--- src/rtl/reg_scoreboard_tagged_if.sv ---
// Issue/writeback/lookup bundle for the tagged register scoreboard.
// master drives issue, writeback and lookup indices; slave returns state.
interface reg_scoreboard_tagged_if #(
    parameter int NUM_ENTRIES = 32,
    parameter int NUM_READ    = 2,
    parameter int NUM_WB      = 2,
    parameter int TAG_W       = 4
);
    localparam int IDX_W = $clog2(NUM_ENTRIES);
    localparam int CNT_W = $clog2(NUM_ENTRIES + 1);

    logic                      flush;
    logic [NUM_READ*IDX_W-1:0] r_index;
    logic [NUM_READ-1:0]       r_busy;
    logic [NUM_READ*TAG_W-1:0] r_tag;
    logic                      iss_en;
    logic [IDX_W-1:0]          iss_index;
    logic [TAG_W-1:0]          iss_tag;
    logic [NUM_WB-1:0]         wb_en;
    logic [NUM_WB*IDX_W-1:0]   wb_index;
    logic [NUM_WB*TAG_W-1:0]   wb_tag;
    logic [CNT_W-1:0]          busy_count;
    logic                      all_clear;

    modport master (
        output flush, r_index, iss_en, iss_index, iss_tag, wb_en, wb_index, wb_tag,
        input  r_busy, r_tag, busy_count, all_clear
    );

    modport slave (
        input  flush, r_index, iss_en, iss_index, iss_tag, wb_en, wb_index, wb_tag,
        output r_busy, r_tag, busy_count, all_clear
    );
endinterface

--- src/rtl/reg_scoreboard_tagged.sv ---
// Multi-port register scoreboard: per-entry busy bit plus in-flight producer tag.
// Writeback clears only on tag match so stale completions never unblock a newer producer.
module reg_scoreboard_tagged #(
    parameter int NUM_ENTRIES = 32,
    parameter int NUM_READ    = 2,
    parameter int NUM_WB      = 2,
    parameter int TAG_W       = 4,
    parameter int ZERO_REG    = 1
) (
    input  logic                   clk,
    input  logic                   rst,
    reg_scoreboard_tagged_if.slave sb
);
    localparam int IDX_W = $clog2(NUM_ENTRIES);
    localparam int CNT_W = $clog2(NUM_ENTRIES + 1);

    logic [NUM_ENTRIES-1:0]            busy;
    logic [NUM_ENTRIES-1:0]            busy_nxt;
    logic [NUM_ENTRIES-1:0]            wb_clr;
    logic [NUM_ENTRIES-1:0][TAG_W-1:0] tag;
    logic [CNT_W-1:0]                  cnt_nxt;
    logic [CNT_W-1:0]                  busy_count;
    logic                              all_clear;
    logic                              iss_ok;
    logic [NUM_READ-1:0]               rd_busy;
    logic [NUM_READ*TAG_W-1:0]         rd_tag;

    // An entry is cleared if any enabled port names it with the current producer's tag.
    always_comb begin
        wb_clr = '0;
        for (int e = 0; e < NUM_ENTRIES; e++) begin
            for (int w = 0; w < NUM_WB; w++) begin
                if (sb.wb_en[w] && sb.wb_index[w*IDX_W +: IDX_W] == IDX_W'(e) &&
                    busy[e] && tag[e] == sb.wb_tag[w*TAG_W +: TAG_W])
                    wb_clr[e] = 1'b1;
            end
        end
    end

    assign iss_ok = sb.iss_en && !(ZERO_REG != 0 && sb.iss_index == '0);

    // Issue is applied after writeback so it wins on a same-index collision.
    always_comb begin
        busy_nxt = busy & ~wb_clr;
        if (iss_ok)
            busy_nxt[sb.iss_index] = 1'b1;
        if (sb.flush)
            busy_nxt = '0;
    end

    always_comb begin
        cnt_nxt = '0;
        for (int e = 0; e < NUM_ENTRIES; e++)
            cnt_nxt = cnt_nxt + CNT_W'(busy_nxt[e]);
    end

    always_ff @(posedge clk) begin
        if (rst) begin
            busy       <= '0;
            tag        <= '0;
            busy_count <= '0;
            all_clear  <= 1'b1;
        end else begin
            busy <= busy_nxt;
            if (iss_ok && !sb.flush)
                tag[sb.iss_index] <= sb.iss_tag;
            busy_count <= cnt_nxt;
            all_clear  <= (cnt_nxt == '0);
        end
    end

    // Lookups bypass same-cycle writeback clears but not same-cycle issue.
    always_comb begin
        rd_busy = '0;
        rd_tag  = '0;
        for (int p = 0; p < NUM_READ; p++) begin
            if (!(ZERO_REG != 0 && sb.r_index[p*IDX_W +: IDX_W] == '0)) begin
                rd_busy[p] = busy[sb.r_index[p*IDX_W +: IDX_W]] &
                             ~wb_clr[sb.r_index[p*IDX_W +: IDX_W]];
                rd_tag[p*TAG_W +: TAG_W] = tag[sb.r_index[p*IDX_W +: IDX_W]];
            end
        end
    end

    assign sb.r_busy     = rd_busy;
    assign sb.r_tag      = rd_tag;
    assign sb.busy_count = busy_count;
    assign sb.all_clear  = all_clear;
endmodule

--- src/flat_wrapper.sv ---
// flat-port wrapper written by rule: the top's interface ports become plain ports
module reg_scoreboard_tagged_flat 
#(
    parameter int NUM_ENTRIES = 32,
    parameter int NUM_READ    = 2,
    parameter int NUM_WB      = 2,
    parameter int TAG_W       = 4,
    parameter int ZERO_REG    = 1
)
  (clk, rst, sb_flush, sb_r_index, sb_iss_en, sb_iss_index, sb_iss_tag, sb_wb_en, sb_wb_index, sb_wb_tag, sb_r_busy, sb_r_tag, sb_busy_count, sb_all_clear);
  reg_scoreboard_tagged_if #(.NUM_ENTRIES(NUM_ENTRIES), .NUM_READ(NUM_READ), .NUM_WB(NUM_WB), .TAG_W(TAG_W)) sb_i ();
  input  logic clk;
  input  logic rst;
  input wire logic [$bits(sb_i.flush)-1:0] sb_flush;
  input wire logic [$bits(sb_i.r_index)-1:0] sb_r_index;
  input wire logic [$bits(sb_i.iss_en)-1:0] sb_iss_en;
  input wire logic [$bits(sb_i.iss_index)-1:0] sb_iss_index;
  input wire logic [$bits(sb_i.iss_tag)-1:0] sb_iss_tag;
  input wire logic [$bits(sb_i.wb_en)-1:0] sb_wb_en;
  input wire logic [$bits(sb_i.wb_index)-1:0] sb_wb_index;
  input wire logic [$bits(sb_i.wb_tag)-1:0] sb_wb_tag;
  output wire logic [$bits(sb_i.r_busy)-1:0] sb_r_busy;
  output wire logic [$bits(sb_i.r_tag)-1:0] sb_r_tag;
  output wire logic [$bits(sb_i.busy_count)-1:0] sb_busy_count;
  output wire logic [$bits(sb_i.all_clear)-1:0] sb_all_clear;
  assign sb_i.flush = sb_flush;
  assign sb_i.r_index = sb_r_index;
  assign sb_i.iss_en = sb_iss_en;
  assign sb_i.iss_index = sb_iss_index;
  assign sb_i.iss_tag = sb_iss_tag;
  assign sb_i.wb_en = sb_wb_en;
  assign sb_i.wb_index = sb_wb_index;
  assign sb_i.wb_tag = sb_wb_tag;
  assign sb_r_busy = sb_i.r_busy;
  assign sb_r_tag = sb_i.r_tag;
  assign sb_busy_count = sb_i.busy_count;
  assign sb_all_clear = sb_i.all_clear;
  reg_scoreboard_tagged #(.NUM_ENTRIES(NUM_ENTRIES), .NUM_READ(NUM_READ), .NUM_WB(NUM_WB), .TAG_W(TAG_W), .ZERO_REG(ZERO_REG)) u_core (.clk(clk), .rst(rst), .sb(sb_i));
endmodule
--- config.mk ---
export PLATFORM = sky130hd
export DESIGN_NAME = reg_scoreboard_tagged_flat
export DESIGN_NICKNAME = d
export VERILOG_FILES = /design/src/rtl/reg_scoreboard_tagged_if.sv /design/src/rtl/reg_scoreboard_tagged.sv /design/src/flat_wrapper.sv
export SDC_FILE = /design/constraint.sdc
export NUM_CORES = 1
export LEC_CHECK = 0
export BUFFER_PORTS_ARGS = -buffer_cell sky130_fd_sc_hd__buf_2
export CORE_AREA = 5 5 194 196
export CTS_CLUSTER_SIZE = 16
export DETAILED_ROUTE_END_ITERATION = 10
export DIE_AREA = 0 0 199 201
export GPL_TIMING_DRIVEN = 0
export HOLD_SLACK_MARGIN = 0.08
export PLACE_DENSITY_LB_ADDON = 0.1
export SYNTH_ARGS = -nofsm -noshare
export SYNTH_HDL_FRONTEND = slang
export SYNTH_SLANG_ARGS = --single-unit
--- constraint.sdc ---
create_clock -name clk -period 8.4 [get_ports clk]
set_input_delay 0 -clock clk [delete_from_list [all_inputs] [get_ports clk]]
set_output_delay 0 -clock clk [all_outputs]
set_load 0.05 [all_outputs]
==> results.md <==
- Setup violations remaining at the end of the flow were counted as 0.
- Clock tree synthesis inserted a total of 17 buffers.
- The routed design could run at a clock period as short as 6.97 ns.
- The setup total negative slack is 0 ns.
- The biggest fanout along the worst timing path is 10.
- For this design the ratio of total power to cell area is 128 nW/µm².
- In the final layout, the share of cells above drive strength 1 is 16.0%.
- For this run the aggregate overflow at the end of global routing stands at 0.
- The later-pin clock latency in the skew report is 0.47 ns.
- The core box area is 35900 µm².
- Summing all multi-input logic gate instances after layout gives 9800 µm².
- The via-per-instance ratio is 6.46.
- Data arrives at the worst endpoint at 7.36 ns.
- The minimum setup slack among reg-to-reg paths is 1.63 ns.
- The number of antenna cells inserted is 0.
- The basic-gate share of the synthesized area counting and, or, nand and nor cells is 18.5%.
- The max-slew violation count is 0.
- The share of the synthesized netlist area taken by xor and xnor gates is 16.4%.
- Setup repair after global routing left no endpoint under its margin.
- The layout overhead on the synthesized area is 9.87%.
- The number of cells traversed by the worst hold path is 6.
- Static timing analysis puts the maximum clock frequency at 144 MHz.
- For this run, asynchronously set or reset flops after synthesis account for 0%.
- The tightest slew margin relative to the limit is 16.2%.
- The slew of the pin with the lowest slew margin is 1.26 ns.
- The per-instance average area after synthesis is 9.37 µm².
- The die area is 40000 µm².
- For this run, the number of Yosys warnings is 0.
- Yosys mapped a number of flops with a built-in enable equal to 0.
- The remaining routing DRC violations is 0.
- The wire length reported by the detailed router is 66.4 mm.
- The number of input and output port buffers inserted is 37.
- Buffers added to address setup during post-CTS repair amount to 0.
- The detail route stage leaves a number of antenna-violating nets equal to 0.
- The detailed router placed 13200 vias in this run.
- For this design the static power due to leakage is 0.00520 µW.
- The cell at the root of the clock tree is clkbuf_16.
- The number of iterations in the first detailed-routing pass is 6.
- The initial antenna violation count came to 5.
- For this design the top-level I/O count stands at 60.
- The largest family of logic cells by synthesized area is multiplexers.
- Global routing used 32.9% of the available tracks.
- STA classifies the critical path startpoint as a primary input.
- The worst register-to-register path has a depth of 20.
- The count of cells resized by post-cts repair is 0.
- The maximum root-to-sink buffer count is 2.
- The total of flip-flops plus latches after synthesis is 167.
- The summed instance area of the synthesized netlist is 14100 µm².
- The number of hold violations in the final report is 0.
- After detailed routing, the average wire length per cell comes to 32.4 µm.
- Summing the areas of all compound-gate instances in the mapped netlist gives 8.01% of the synthesized area.
- The worst hold path begins at sb_wb_tag[1].
- The launching point of the worst reg2reg path is u_core.tag[64].
- Yosys instantiated no cell more often than xnor2_1.
- After the last flow step, the layout net total stands at 1641.
- By count the netlist is led by 198 x xnor2_1, 167 x dfxtp_1, 142 x nor2_1.
- The top cell type by area accounts for 23.7% of the synthesized area.
- The critical path is of the primary input to register type.
- The number of rows in the core area is 70.
- By area the synthesized netlist is led by dfxtp_1 24%, mux4_2 16%, xnor2_1 12%.
- The starting utilization of the core area is 39.3%.
- The endpoint identified for the worst register-to-register timing path is u_core.sb.all_clear.
- In the finished design, the share of the clock period the worst path needs comes to 82.9%.
- For this run, the share of the core covered by cells in the final layout is 43.2%.
- The adder-cell share of the synthesized area is 4.12%.
- The number of standard cells after synthesis is 1506.
- The run finished with clean final reports.
- The largest vdd supply drop is 0.144 mV.
- Summed over all instances, the cell type with the most area after synthesis is dfxtp_1.
- The clock-pin slew on the worst setup and hold paths is 0.08 ns.
- Summing the sequential cell areas from Yosys gives 23.7% of the chip area.
- Fill cells in the final layout number 3589.
- In this run the number of H-tree levels came out at 4.
- After legalization and detailed placement, the total HPWL measured 50.9 mm.
- The nature of the critical path endpoint is a register.
- The path with the worst hold slack has its endpoint at u_core.busy[1].
- The number of library cell types mapped by synthesis is 84.
- The count of hold buffers inserted by post-cts repair is 4.
- The die extent in x is 199 µm.
- Across the run, the number of max-cap violations was 0.
- Multiplexer cells account for 22.4% of the synthesized area.
- Synthesis produced a netlist with a net count of 1581.
- The path type of the worst min-delay path is primary input to register.
- The clock arrives with 0.0143 ns of skew.
- The TritonCTS clock tree is done.
- The critical path required time is 8.79 ns.
- The largest net degree at the start of global routing is 18.
- The first global-routing pass estimated 93.7 mm of wire.
- The count of clock tree sinks is 167.
- Summing all flip-flop and latch instances after layout gives 3340 µm².
- The starting DRC count in detailed routing is 2101.
- The die boundary height is 201 µm.
- Routability-driven placement finished with a final weighted congestion of 1.02.
- The number of global-route vias before repair was 12600.
- The most used flip-flop cell after synthesis is dfxtp_1.
-- state kept, by name, summed over array words and instances (netlist names) --
signal / count
u_core.sb.busy_count: 6
u_core.tag: 128
u_core.sb.all_clear: 1
u_core.busy: 32
-- power by group --
| group | switching (µW) | internal (µW) | leakage (µW) |
|---|---|---|---|
| Combinational | 247 | 118 | 0.00357 |
| Sequential | 6.91 | 796 | 0.00135 |
| Clock | 395 | 422 | 0.000283 |
-- how the worst max path moves through the flow --
stage               startpoint                  end  slack [ns]  depth (start not counted)
3_5_place_dp   sb_iss_index[3]  u_core.sb.all_clear        1.15                         21
6_report       sb_iss_index[3]  u_core.sb.all_clear        1.43                         21
4_1_cts        sb_iss_index[3]  u_core.sb.all_clear        1.62                         21
5_1_grt        sb_iss_index[3]  u_core.sb.all_clear        1.20                         21
2_1_floorplan  sb_iss_index[4]  u_core.sb.all_clear        2.58                         24
3_3_place_gp   sb_iss_index[3]  u_core.sb.all_clear        1.18                         21
-- worst max-delay path, cell delays in order --
cell and delay, ns:
clkbuf_1 0.21, nor3_2 0.98, nor3_1 0.18, clkbuf_1 0.51, a32oi_1 0.78, fa_1 0.60, fa_1 0.55, fa_1 0.54
fa_1 0.43, fa_1 0.49, inv_1 0.05, fa_1 0.44, inv_1 0.08, fa_1 0.15, inv_1 0.07, fa_1 0.45
a21o_1 0.19, a21oi_1 0.16, xor2_1 0.21, nand4b_1 0.13, o21bai_1 0.14
-- cell type report --
class                   count  area share, %
multi-input cells        1171           63.2
clock buffers              17           2.74
plain buffers             125           5.19
repair buffers             41           1.45
well taps                 468           3.78
clock inverters            15           1.01
flip-flops and latches    167           21.6
inverters                  43           1.04
-- cells by family (layout without fill, tap and decap cells) --
kind of cell / Yosys count / after routing
AOI/OAI and AO/OA: 172 / 172
xor gates and xnor gates: 259 / 259
adders and majority gates: 32 / 32
buffers and inverters: 168 / 241
DFF: 167 / 167
muxes: 190 / 190
and+or+nand+nor: 518 / 518
-- cells in the final DEF (no fill, tap or decap), types with 6 or more instances in the layout --
| cell type | n |
|---|---|
| xnor2_1 | 198 |
| dfxtp_1 | 167 |
| nor2_1 | 142 |
| nand2_1 | 110 |
| mux4_2 | 100 |
| nand3_1 | 98 |
| mux2i_1 | 84 |
| a21oi_1 | 68 |
| clkbuf_1 | 60 |
| nand4_1 | 58 |
| xor2_1 | 55 |
| buf_2 | 55 |
| inv_1 | 41 |
| buf_6 | 28 |
| fa_1 | 24 |
| nor2b_1 | 22 |
| clkbuf_16 | 17 |
| nor3_1 | 16 |
| nor4_1 | 14 |
| o21ai_0 | 13 |
| a31oi_1 | 13 |
| o22ai_1 | 12 |
| a41oi_1 | 11 |
| a32oi_1 | 9 |
| buf_1 | 9 |
| ha_1 | 8 |
| and4_1 | 7 |
| xnor2_2 | 6 |
| inv_6 | 6 |
-- through the flow --
step                hold slack (ns)  setup WS [ns]  total power, µW  instances  cell area (µm²)
finish                        0.276           1.43             1980       2047            15500
global route                  0.279           1.20             2040       2047            15500
CTS                           0.232           1.62             1980       2047            15500
detailed placement            0.320           1.15             1170       2011            14900
global placement              0.312           1.18             1170       2011            14900
floorplan                     0.148           2.58             1040       1506            14100
-- per-layer routing --
metal	vias up	global-route usage (%)	wire length, µm
met2	967	47.9	28500
met1	6493	44.9	26000
met4	4	13.9	3150
met5	-	0	20
li1	5550	-	-
met3	207	10.6	8740
(Power assumes the default switching activity.)
